### src/rtl/br_resolver_pkg.sv
// Shared definitions for the branch resolver and its prediction queue.
// Queue entry layout {pred, pc, target} = 65 bits:
//   [64]    predicted taken
//   [63:32] PC of the predicted instruction
//   [31:0]  predicted next PC
package br_resolver_pkg;

  localparam int unsigned BRQ_W       = 65;
  localparam int unsigned BRQ_PRED    = 64;
  localparam int unsigned BRQ_PC_LSB  = 32;
  localparam int unsigned BRQ_TGT_LSB = 0;

  typedef enum logic [0:0] {
    StIdle,
    StFlush
  } br_state_e;

  // Architecturally correct next PC for a resolved control-flow instruction.
  function automatic logic [31:0] calc_next_pc(input logic        taken,
                                               input logic [31:0] pc,
                                               input logic [31:0] target);
    return taken ? target : (pc + 32'd4);
  endfunction

endpackage

### src/rtl/br_queue.sv
// Synchronous FIFO of in-flight branch predictions.
// Ports:
//   clk, reset_n   clock, synchronous active-low reset
//   i_push/i_data  write one entry (ignored when full or clearing)
//   i_pop          drop the head entry (ignored when empty or clearing)
//   i_clear        empty the queue; wins over push and pop in the same cycle
//   o_head         entry at the head (undefined content when empty)
//   o_full/o_empty occupancy flags
module br_queue
  import br_resolver_pkg::*;
#(
  parameter int unsigned QUEUE_DEPTH = 4
) (
  input  logic             clk,
  input  logic             reset_n,
  input  logic             i_push,
  input  logic [BRQ_W-1:0] i_data,
  input  logic             i_pop,
  input  logic             i_clear,
  output logic [BRQ_W-1:0] o_head,
  output logic             o_full,
  output logic             o_empty
);

  localparam int unsigned AW = $clog2(QUEUE_DEPTH);

  // One extra pointer bit separates full from empty once the pointers wrap.
  logic [AW:0]      r_wr_ptr;
  logic [AW:0]      r_rd_ptr;
  logic [BRQ_W-1:0] r_mem [QUEUE_DEPTH];

  logic w_do_push;
  logic w_do_pop;

  assign o_empty   = (r_wr_ptr == r_rd_ptr);
  assign o_full    = (r_wr_ptr[AW] != r_rd_ptr[AW]) &&
                     (r_wr_ptr[AW-1:0] == r_rd_ptr[AW-1:0]);
  assign w_do_push = i_push && !o_full && !i_clear;
  assign w_do_pop  = i_pop && !o_empty && !i_clear;
  assign o_head    = r_mem[r_rd_ptr[AW-1:0]];

  always_ff @(posedge clk) begin
    if (!reset_n || i_clear) begin
      r_wr_ptr <= '0;
      r_rd_ptr <= '0;
    end else begin
      if (w_do_push) r_wr_ptr <= r_wr_ptr + 1'b1;
      if (w_do_pop)  r_rd_ptr <= r_rd_ptr + 1'b1;
    end
  end

  // Storage needs no reset; the pointers define which entries are valid.
  always_ff @(posedge clk) begin
    if (w_do_push) r_mem[r_wr_ptr[AW-1:0]] <= i_data;
  end

endmodule

### src/rtl/br_resolver.sv
// Execute-side branch resolver. Queues fetch predictions, checks each against the
// resolved outcome, trains the predictor, redirects/flushes fetch on a mispredict and
// keeps branch/mispredict statistics.
// Ports:
//   clk, reset_n                      clock, synchronous active-low reset
//   push_*                            prediction from fetch; push_ready_o stalls fetch
//   ex_*                              resolved outcome from execute
//   br_sig_o, miss_pred_o             predictor training pulse (BRANCH/JAL only)
//   redirect_o, redirect_pc_o         one-cycle fetch redirect with correct PC
//   flush_o                           kill wrong-path instructions in IF/ID
//   sync_err_o                        sticky: execute and queue disagreed
//   branch_cnt_o, miss_cnt_o          statistics counters
module br_resolver
  import br_resolver_pkg::*;
#(
  parameter int unsigned QUEUE_DEPTH  = 4,
  parameter int unsigned FLUSH_CYCLES = 2,
  parameter int unsigned CNT_W        = 32
) (
  input  logic             clk,
  input  logic             reset_n,
  input  logic             push_valid_i,
  input  logic             push_pred_i,
  input  logic [31:0]      push_pc_i,
  input  logic [31:0]      push_target_i,
  output logic             push_ready_o,
  input  logic             ex_valid_i,
  input  logic             ex_is_jalr_i,
  input  logic             ex_taken_i,
  input  logic [31:0]      ex_pc_i,
  input  logic [31:0]      ex_target_i,
  output logic             br_sig_o,
  output logic             miss_pred_o,
  output logic             redirect_o,
  output logic [31:0]      redirect_pc_o,
  output logic             flush_o,
  output logic             sync_err_o,
  output logic [CNT_W-1:0] branch_cnt_o,
  output logic [CNT_W-1:0] miss_cnt_o
);

  localparam int unsigned FcW = (FLUSH_CYCLES > 1) ? $clog2(FLUSH_CYCLES) : 1;

  br_state_e        r_state;
  logic [FcW-1:0]   r_flush_cnt;

  logic             w_idle;
  logic             w_push_fire;
  logic             w_resolve;
  logic [BRQ_W-1:0] w_push_data;
  logic [BRQ_W-1:0] w_head;
  logic             w_full;
  logic             w_empty;
  logic             w_head_pred;
  logic [31:0]      w_head_pc;
  logic [31:0]      w_head_tgt;
  logic             w_sync_bad;
  logic             w_miss_br;
  logic             w_miss_jalr;
  logic             w_miss;
  logic             w_mispredict;
  logic [31:0]      w_next_pc;

  assign w_idle       = (r_state == StIdle);
  assign push_ready_o = !w_full && w_idle;
  assign w_push_fire  = push_valid_i && push_ready_o;
  assign w_resolve    = ex_valid_i && w_idle;
  assign w_push_data  = {push_pred_i, push_pc_i, push_target_i};

  assign w_head_pred  = w_head[BRQ_PRED];
  assign w_head_pc    = w_head[BRQ_PC_LSB +: 32];
  assign w_head_tgt   = w_head[BRQ_TGT_LSB +: 32];

  // A missing or mismatched head means fetch and execute lost sync; recover by redirecting.
  assign w_sync_bad   = w_empty || (w_head_pc != ex_pc_i);
  assign w_miss_br    = (ex_taken_i != w_head_pred) ||
                        (ex_taken_i && (ex_target_i != w_head_tgt));
  assign w_miss_jalr  = (ex_target_i != w_head_tgt);
  assign w_miss       = w_sync_bad || (ex_is_jalr_i ? w_miss_jalr : w_miss_br);
  assign w_mispredict = w_resolve && w_miss;
  assign w_next_pc    = calc_next_pc(ex_taken_i, ex_pc_i, ex_target_i);

  // Clearing on a mispredict also drops any push in that cycle (it is wrong-path).
  br_queue #(
    .QUEUE_DEPTH(QUEUE_DEPTH)
  ) u_br_queue (
    .clk    (clk),
    .reset_n(reset_n),
    .i_push (w_push_fire),
    .i_data (w_push_data),
    .i_pop  (w_resolve),
    .i_clear(w_mispredict),
    .o_head (w_head),
    .o_full (w_full),
    .o_empty(w_empty)
  );

  // IDLE/FLUSH control with registered outputs. flush_o rises with redirect_o and the
  // down-counter holds it for the remaining FLUSH_CYCLES-1 cycles.
  always_ff @(posedge clk) begin
    if (!reset_n) begin
      r_state       <= StIdle;
      r_flush_cnt   <= '0;
      br_sig_o      <= 1'b0;
      miss_pred_o   <= 1'b0;
      redirect_o    <= 1'b0;
      redirect_pc_o <= '0;
      flush_o       <= 1'b0;
      sync_err_o    <= 1'b0;
    end else begin
      br_sig_o    <= 1'b0;
      miss_pred_o <= 1'b0;
      redirect_o  <= 1'b0;
      case (r_state)
        StIdle: begin
          if (w_resolve) begin
            br_sig_o    <= !ex_is_jalr_i;
            miss_pred_o <= !ex_is_jalr_i && w_miss;
            if (w_sync_bad) sync_err_o <= 1'b1;
            if (w_miss) begin
              redirect_o    <= 1'b1;
              redirect_pc_o <= w_next_pc;
              flush_o       <= 1'b1;
              r_flush_cnt   <= FcW'(FLUSH_CYCLES - 1);
              r_state       <= StFlush;
            end
          end
        end
        StFlush: begin
          if (r_flush_cnt == '0) begin
            flush_o <= 1'b0;
            r_state <= StIdle;
          end else begin
            r_flush_cnt <= r_flush_cnt - 1'b1;
          end
        end
        default: r_state <= StIdle;
      endcase
    end
  end

  // Statistics cover BRANCH/JAL only; counters wrap naturally.
  always_ff @(posedge clk) begin
    if (!reset_n) begin
      branch_cnt_o <= '0;
      miss_cnt_o   <= '0;
    end else if (w_resolve && !ex_is_jalr_i) begin
      branch_cnt_o <= branch_cnt_o + CNT_W'(1);
      if (w_miss) miss_cnt_o <= miss_cnt_o + CNT_W'(1);
    end
  end

endmodule

### config.mk
export PLATFORM = sky130hd
export DESIGN_NAME = br_resolver
export DESIGN_NICKNAME = d
export VERILOG_FILES = /design/src/rtl/br_resolver_pkg.sv /design/src/rtl/br_queue.sv /design/src/rtl/br_resolver.sv
export SDC_FILE = /design/constraint.sdc
export NUM_CORES = 1
export LEC_CHECK = 0
export ABC_AREA = 1
export BUFFER_PORTS_ARGS = -buffer_cell sky130_fd_sc_hd__clkbuf_2
export CAP_MARGIN = 20
export CORE_ASPECT_RATIO = 1.1
export CORE_MARGIN = 1
export CORE_UTILIZATION = 40
export CTS_CLUSTER_SIZE = 12
export DETAILED_ROUTE_END_ITERATION = 6
export SLEW_MARGIN = 15
export SYNTH_ARGS = -nofsm -noshare
export SYNTH_HDL_FRONTEND = slang
export SYNTH_HIERARCHICAL = 1
export SYNTH_SLANG_ARGS = --single-unit
### constraint.sdc
create_clock -name clk -period 10.73 [get_ports clk]
set_input_delay 2.146 -clock clk [delete_from_list [all_inputs] [get_ports clk]]
set_output_delay 2.146 -clock clk [all_outputs]
set_load 0.05 [all_outputs]
# Word level (Yosys, flattened, before mapping)
# Memory sizes are Yosys's and may differ from the RTL's. A register that Yosys moved wholly into a read port is not among the register bits.
# Index checks and enable logic that the tools add are counted.
[totals]
elab_cells = 75
register_bits = 109
ramBits = 260
out_inout_bits = 102
mem_count = 1
input_bits = 135
[memory_table]
columns = ["name", "depth", "word_bits", "rd", "rd_clocked_by_memory_dff", "wr", "line", "rtl"]
rows = [
  ["u_br_queue.r_mem", 4, 65, 1, 1, 1, "br_queue.sv:30", "logic [BRQ_W-1:0] r_mem [QUEUE_DEPTH];"],
]
[op_classes]
add_sub_neg = 6
n_eq_ne = 9
bitwise = 3
n_reduce_logical = 28
muxes = 16
[ops]
columns = ["operator", "n"]
rows = [
  ["$add 32x1->32 const B", 2],
  ["$ne 32x32->1", 2],
  ["$add 32x3->32 const B", 1],
  ["$mux 32", 1],
  ["$logic_and 1x1->1", 12],
  ["$mux 1", 10],
  ["$reduce_and 3->1", 3],
  ["$add 3x1->3 const B", 2],
  ["$pmux 1 s2", 3],
  ["$logic_not 1->1", 5],
  ["$logic_or 1x1->1", 4],
  ["$mux 2", 2],
  ["$ne 2x1->1 const B", 2],
  ["$reduce_and 2->1", 2],
  ["$eq 3x3->1", 1],
  ["$not 1->1", 3],
  ["$reduce_or 3->1", 1],
  ["$eq 2x2->1", 1],
  ["$ne 1x1->1", 2],
  ["$ne 2x2->1 const B", 1],
  ["$reduce_or 2->1", 1],
  ["$sub 1x1->1 const B", 1],
]

# Depth between registers and ports, before layout
# Gate-level depths: netlist (run 1).
[logic_depth]
depth_word = 10
ltp_mapped = 24
ltp_nobuf = 20

# By module
# Netlist (run 1), hierarchy kept.
[by_module_without_submodules]
columns = ["mod", "seq_area_each_um2", "cells_each", "instances", "area_each_um2"]
rows = [
  ["br_queue", 7967.6, 708, 1, 10448.8],
  ["br_resolver", 2062.0, 1165, 1, 7085.5],
]

# Least setup slack after synthesis (run 1)
# OpenSTA, ideal clock, no wires.
[synth_path]
path_type = "input to register"
from = "input port ex_pc_i[5]"
to = "memory u_br_queue.r_mem[0][0] (enable)"
path_buffers = 1
arrival_time_ns = 6.147
required_time_ns = 10.241
setup_slack_ns = 4.095
setup_ns = 0.489
stages = 13
path_cell_list = "inv_1 -> o21ai_0 -> nor2_1 -> nand2_1 -> nor2_1 -> nand3_1 -> nor2_2 -> nand2_2 -> nand2_4 -> inv_2 -> buf_6 -> nand3b_1 -> nor2_1"
[synth_between]
elab_chain_cells = 8
[synth_lines]
columns = ["element", "line", "rtl"]
rows = [
  ["from (decl)", "br_resolver.sv:30", "input logic [31:0] ex_pc_i,"],
  ["$ne 32x32->1", "br_resolver.sv:75", "assign w_sync_bad = w_empty || (w_head_pc != ex_pc_i);"],
  ["$logic_or 1x1->1", "br_resolver.sv:75", ""],
  ["$logic_or 1x1->1", "br_resolver.sv:79", "assign w_miss = w_sync_bad || (ex_is_jalr_i ? w_miss_jalr : w_miss_br);"],
  ["$logic_and 1x1->1", "br_resolver.sv:80", "assign w_mispredict = w_resolve && w_miss;"],
  ["via w_mispredict", "br_resolver.sv:61", "logic w_mispredict;"],
  ["$logic_not 1->1", "br_queue.sv:38", "assign w_do_push = i_push && !o_full && !i_clear;"],
  ["$logic_and 1x1->1", "br_queue.sv:38", ""],
  ["$mux 1", "br_queue.sv:54", "if (w_do_push) r_mem[r_wr_ptr[AW-1:0]] <= i_data;"],
  ["$mux 1 (not written as such)", "br_queue.sv:54", ""],
  ["to (decl)", "br_queue.sv:30", ""],
]
# The timed path passes the listed nets, and every way through them passes these cells.

==> run_results.csv, run 1 <==
group,metric,value,unit
yosys,seq_area_frac_synth,0.572,
yosys,synth.avg_cell_area,9.36,sq um
global_route,grt_use_total,0.224,
cts,cts_sinks,371,
setup_path,path_buf_inv,6,
cts,cts_buffers,41,
global_route,grt_max_degree,84,
setup_path,crit_arrival,6270,ps
place,place_congestion,0.910,
cts,cts-root-buf,"clkbuf_16",
layout,nNetsFinal,2229,
setup_path,end_kind,"register",
layout,syn_to_final_growth,16.1,%
sta,fmax,0.164,GHz
cts,ctsResizeCount,0,
outcome,status,"finished clean",
setup_path,worstPathMaxFanout,83,
sta,setup_viol,0,
sta,tns,0,ps
cts,clk_pin_slew,60,ps
setup_path,cp_top_family,"buffers and inverters",
power,ir_drop,129,uV
sta,fin_crit,6090,ps
global_route,grt_pass1_vias,13400,
setup_path,slowest_stage,"buf_4",
yosys,async_flop_share,0,
yosys,netlist_instances,1873,
yosys,synth_edf_count,260,
yosys,synth_top_area_share,0.445,
sta,drv_slew,0,
layout,stdcell_count,2693,
cts,cts_tree,"yes",
place,dp_cells,2617,
power,total_power,3.30,mW
setup_path,r2r_slack,4640,ps
sta,maxSlewHeadroom,0.265,
sta,setup_slack,4640,ps
routing,num_vias,14000,
yosys,synth_cell_types,45,
routing,viasPerCell,5.18,
place,portBuffers,236,
sta,final_min_period_over_clock_period,0.568,
min_path,hp-class,"register to register",
global_route,grt-ovfl-total,0,
floorplan,die_w,202,um
cts,clock_latency,570,ps
sta,rsz0062_at_grt,"false",
setup_path,crit_path_frequent_cell,"buf_4",
setup_path,required,10910,ps
yosys,ys_seq_elements,371,
sta,skew,18.9,ps
yosys,yosysMostFrequentCell,"nand2_1",
place,hpwl,35.4,mm
setup_path,critPathLaunchType,"register",
power,power_density,162,nW/um^2
sta,hold_slack,467,ps
floorplan,die_area,44700,sq um
place,dp_slack,4560,ps
routing,drc_errors,0,
floorplan,io_pins,237,
layout,stdcell_area,20400,sq um
cts,cts_setup_buffers,0,
routing,wirelength,50.4,mm
layout,num-fill-cells,4170,
global_route,grt_pass1_wl,76.4,mm
yosys,synth_area,17500,sq um
cts,clk_path_buf_depth,3,
floorplan,initial_core_util,0.405,
setup_path,slowest_delay,770,ps
place,place_area,19100,sq um
routing,wire_per_inst,18.7,um
routing,ant_nets,0,
setup_path,cp_cell_sequence,"inv_6 -> buf_4 -> o21ai_1 -> o22ai_1 -> inv_1 -> nand2_1 -> nand4_1 -> nor3_1 -> nand3b_1 -> nor2_2 -> nand2_2 -> buf_4 -> nand2_4 -> inv_2 -> nand3b_1 -> nor2_4 -> buf_4",
floorplan,die_h,222,um
job,drv_cap,0,
yosys,synthFlopType,"edfxtp_1",
layout,layout-drive-gt1-share,0.183,
setup_path,crit_type,"register to register",
cts,cts.htree.levels,2,
layout,finish.utilization,0.470,
power,leakage,7.83,nW
floorplan,core-area,43300,sq um
cts,hold_buffers,0,
yosys,synth.area.top_cells,"edfxtp_1 (45%), dfxtp_1 (13%), nand2_1 (7.4%), nor2_1 (6.8%), o21ai_0 (3.9%)",
global_route,antenna_found_initial,10,
yosys,synth_top_cell_by_area,"edfxtp_1",
yosys,yosysWarnings,6,
sta,hold_violations,0,
routing,dr.pass1.iters,5,
routing,drt_iter0_markers,771,
yosys,netlist_top_cells_count,"nand2_1 (344), nor2_1 (316), edfxtp_1 (260)",
floorplan,num_rows,80,
sta,worstMarginPinSlew,1100,ps
yosys,syn-num-nets,2016,
==> cell families after synthesis <==
group | synth area share
buf+inv | 0.0583
xor+xnor | 0.0425
mux | 0.00343
compound gates | 0.104
flops | 0.572
simple gates | 0.214
fa+ha+maj | 0.00571
==> state kept, by name (all words and copies together), names as in the netlist, 3 cells and up, named ones only <==
register and flops:
u_br_queue/r_wr_ptr 3, u_br_queue/r_rd_ptr 3, branch_cnt_o 32, redirect_pc_o 32, miss_cnt_o 32, u_br_queue/r_mem 260
==> final timing paths <==
| path | start | endpoint | depth (start not counted) |
|---|---|---|---|
| setup / recovery | register | u_br_queue/r_mem[1][11] | 17 |
| hold / removal | redirect_pc_o[4] | redirect_pc_o[4] | 2 |
| setup reg to reg | register | u_br_queue/r_mem[1][11] | 17 |
| hold reg to reg | redirect_pc_o[4] | redirect_pc_o[4] | 2 |
==> layout make-up <==
| class | count | area, sq um | share of cell area |
|---|---|---|---|
| Sequential cell | 371 | 10000 | 0.493 |
| Multi-Input combinational cell | 1279 | 6500 | 0.320 |
| Timing Repair Buffer | 246 | 1260 | 0.0617 |
| Clock buffer | 55 | 1090 | 0.0535 |
| Tap cell | 574 | 718 | 0.0353 |
| Inverter | 147 | 557 | 0.0273 |
| Clock inverter | 17 | 189 | 0.00928 |
| Antenna cell | 4 | 10.0 | 0.000492 |
==> layer usage <==
layer  GRT usage  share of wire  vias up
met3      0.0497          0.070      105
met2       0.367           0.47      442
met4      0.0975          0.038       10
met1       0.282           0.42     6621
li1            -              -     6777
met5           0         0.0014        -
==> power breakdown <==
| group | switching, mW | internal, mW |
|---|---|---|
| Clock | 0.562 | 0.787 |
| Combinational | 0.252 | 0.103 |
| Sequential | 0.0197 | 1.57 |
| Total | 0.834 | 2.46 |
==> worst min-delay path: cells and delay by family (launching register included) <==
kind             cells  cell delay, ps
and+or+nand+nor      2             120
DFF                  1             320
==> cell usage in the layout (no fill, tap or decap), types with 13 or more instances in the layout <==
cell type  netlist  routed
nand2_1        344     344
nor2_1         316     313
edfxtp_1       260     260
clkbuf_2         0     236
o21ai_0        138     138
inv_1          132     131
dfxtp_1        111     109
nand3_1         89      89
a21oi_1         57      57
xor2_1          52      52
o22ai_1         46      46
nor3_1          42      42
clkbuf_16        0      41
o21ai_1         40      40
xnor2_1         33      33
nor2_4          23      26
nand4_1         22      22
o22ai_2         20      20
inv_2           13      14
clkbuf_1        33      13
Power figures use the tool's default switching activity.
==> run 2: changes to the inputs <==
Clock period 10.73 ns to 5.06 ns, I/O delays scaled along.
==> run 2 against run 1 <==
  * Combinational power rose by 120%
  * Register-to-register slack got worse by 3700 ps
  * Worst hold slack got worse by 8.2 ps
  * Global-route usage rose by 0.41 points
  * Via count rose by 0.97%
  * Die area did not move
  * Sequential share of layout area fell by 0.37 points
  * Final cell count rose by 0.19%
  * Wire length rose by 1.7%
  * Non-clock buffer count rose by 9
  * Largest power group unchanged
==> run_results.csv, run 2 (synthesized netlist as in run 1, its figures left out) <==
group,metric,value,unit
global_route,antenna_found_initial,2,
layout,syn_to_final_growth,17.0,%
global_route,grt_use_total,0.228,
layout,regArea,10000,sq um
floorplan,die_w,202,um
sta,maxSlewHeadroom,0.297,
sta,fmax,0.242,GHz
power,swShare,0.256,
cts,cts_tree,"yes",
power,ir_drop,244,uV
floorplan,io_pins,237,
min_path,hp-class,"register to register",
layout,layout-drive-gt1-share,0.189,
cts,clk_path_buf_depth,3,
layout,layout_commonest_cell,"nand2_1",
cts,cts.htree.levels,2,
sta,worstMarginPinSlew,1060,ps
cts,cts_setup_buffers,0,
cts,cts-root-buf,"clkbuf_16",
routing,dr.pass1.iters,7,
setup_path,critPathLaunchType,"register",
cts,ctsResizeCount,0,
sta,final_min_period_over_clock_period,0.817,
cts,clk_pin_slew,60,ps
setup_path,crit_arrival,4330,ps
power,p_sw,1.78,mW
floorplan,initial_core_util,0.405,
layout,num-fill-cells,4166,
layout,stdcell_area,20500,sq um
sta,fin_crit,4130,ps
cts,cts_buffers,41,
place,dp_cells,2626,
routing,drc_errors,0,
sta,hold_violations,0,
layout,nNetsFinal,2238,
sta,setup_viol,0,
cts,hold_buffers,0,
place,place_area,19300,sq um
power,p_comb_frac,0.110,
routing,num_vias,14100,
global_route,grt_pass1_vias,13400,
sta,rsz0062_at_grt,"false",
place,dp_slack,958,ps
floorplan,die_area,44700,sq um
global_route,grt_pass1_wl,77.7,mm
cts,clock_latency,580,ps
place,place_congestion,0.920,
power,internal_power,5.19,mW
layout,stdcell_count,2698,
sta,setup_slack,927,ps
sta,skew,21.8,ps
layout,multiInputGateArea,6500,sq um
power,power_density,340,nW/um^2
power,pwr-share-seq,0.484,
floorplan,num_rows,80,
setup_path,crit_type,"register to register",
power,leakage,7.90,nW
routing,drt_iter0_markers,900,
cts,cts_sinks,371,
place,hpwl,36.0,mm
floorplan,die_h,222,um
layout,layout_common_cells,"nand2_1 (344), nor2_1 (313), edfxtp_1 (260)",
power,clkPwrFrac,0.405,
setup_path,required,5260,ps
global_route,grt_max_degree,102,
routing,viasPerCell,5.22,
setup_path,end_kind,"register",
outcome,status,"finished clean",
place,portBuffers,236,
global_route,grt-ovfl-total,0,
setup_path,worstPathMaxFanout,48,
layout,largest_register_ffs,260,
routing,ant_nets,0,
sta,drv_slew,0,
floorplan,core-area,43300,sq um
job,drv_cap,0,
routing,wirelength,51.2,mm
routing,wire_per_inst,19.0,um
run 2: changes by cell type in the layout (fill, tap and decap cells not counted), moves of 2 or more:
cell,change
diode_2,-2
clkbuf_1,-4
clkinv_1,-2
buf_12,+9
clkinv_2,+5
run 2: area by class of cell:
| type | instances | area share |
|---|---|---|
| diodes | 2 | 0.000244 |
| inverters | 147 | 0.0271 |
| multi-input cells | 1279 | 0.317 |
| well taps | 574 | 0.0350 |
| clock buffers | 52 | 0.0530 |
| flip-flops and latches | 371 | 0.489 |
| repair buffers | 255 | 0.0700 |
| clock inverters | 18 | 0.00823 |
run 2: worst paths after layout:
check	from	end	slack, ps	cells past startpoint
min	redirect_pc_o[29]	redirect_pc_o[29]	460	2
min reg2reg	redirect_pc_o[29]	redirect_pc_o[29]	460	2
max	register	u_br_queue/r_mem[2][38]	930	16
max reg2reg	register	u_br_queue/r_mem[2][38]	930	16
run 2: per-stage QoR:
| step | TNS, ps | util | power, mW | hold WS, ps |
|---|---|---|---|---|
| 6_report | 0 | 0.473 | 6.97 | 459 |
| 3_5_place_dp | 0 | 0.444 | 4.20 | 453 |
| 5_1_grt | 0 | 0.473 | 7.23 | 474 |
| 3_3_place_gp | 0 | 0.444 | 4.19 | 450 |
| 4_1_cts | 0 | 0.473 | 7.05 | 460 |
| 2_1_floorplan | -86030 | - | 3.93 | 446 |
run 2: metal layers:
layer | part of all wire | global-route usage | up-vias
met5 | 0.00025 | 0 | -
met4 | 0.037 | 0.101 | 2
met3 | 0.068 | 0.0357 | 98
met2 | 0.46 | 0.364 | 508
met1 | 0.43 | 0.305 | 6697
li1 | - | - | 6785
run 2: critical path, cell delays in order (launching register included):
cell and delay (ps):
dfxtp_4 450, inv_6 320, buf_12 310, o21ai_1 100, o22ai_1 280, o21ai_0 160
nor2_1 110, nand2_1 60, nor2_1 100, nand3_1 120, nor2_2 230, nand2_2 120
nand2_4 70, inv_2 140, nand3b_1 390, nor2_4 190, buf_4 500
run 2: power groups by stage:
stage                     Combinational (mW)  Clock [mW]  Sequential [mW]
final                                  0.767        2.83             3.38
after global routing                   0.837        3.01             3.38
after CTS                              0.768        2.91             3.38
after detailed placement               0.764           0             3.44
after global placement                 0.757           0             3.44
after floorplan                        0.412           0             3.52
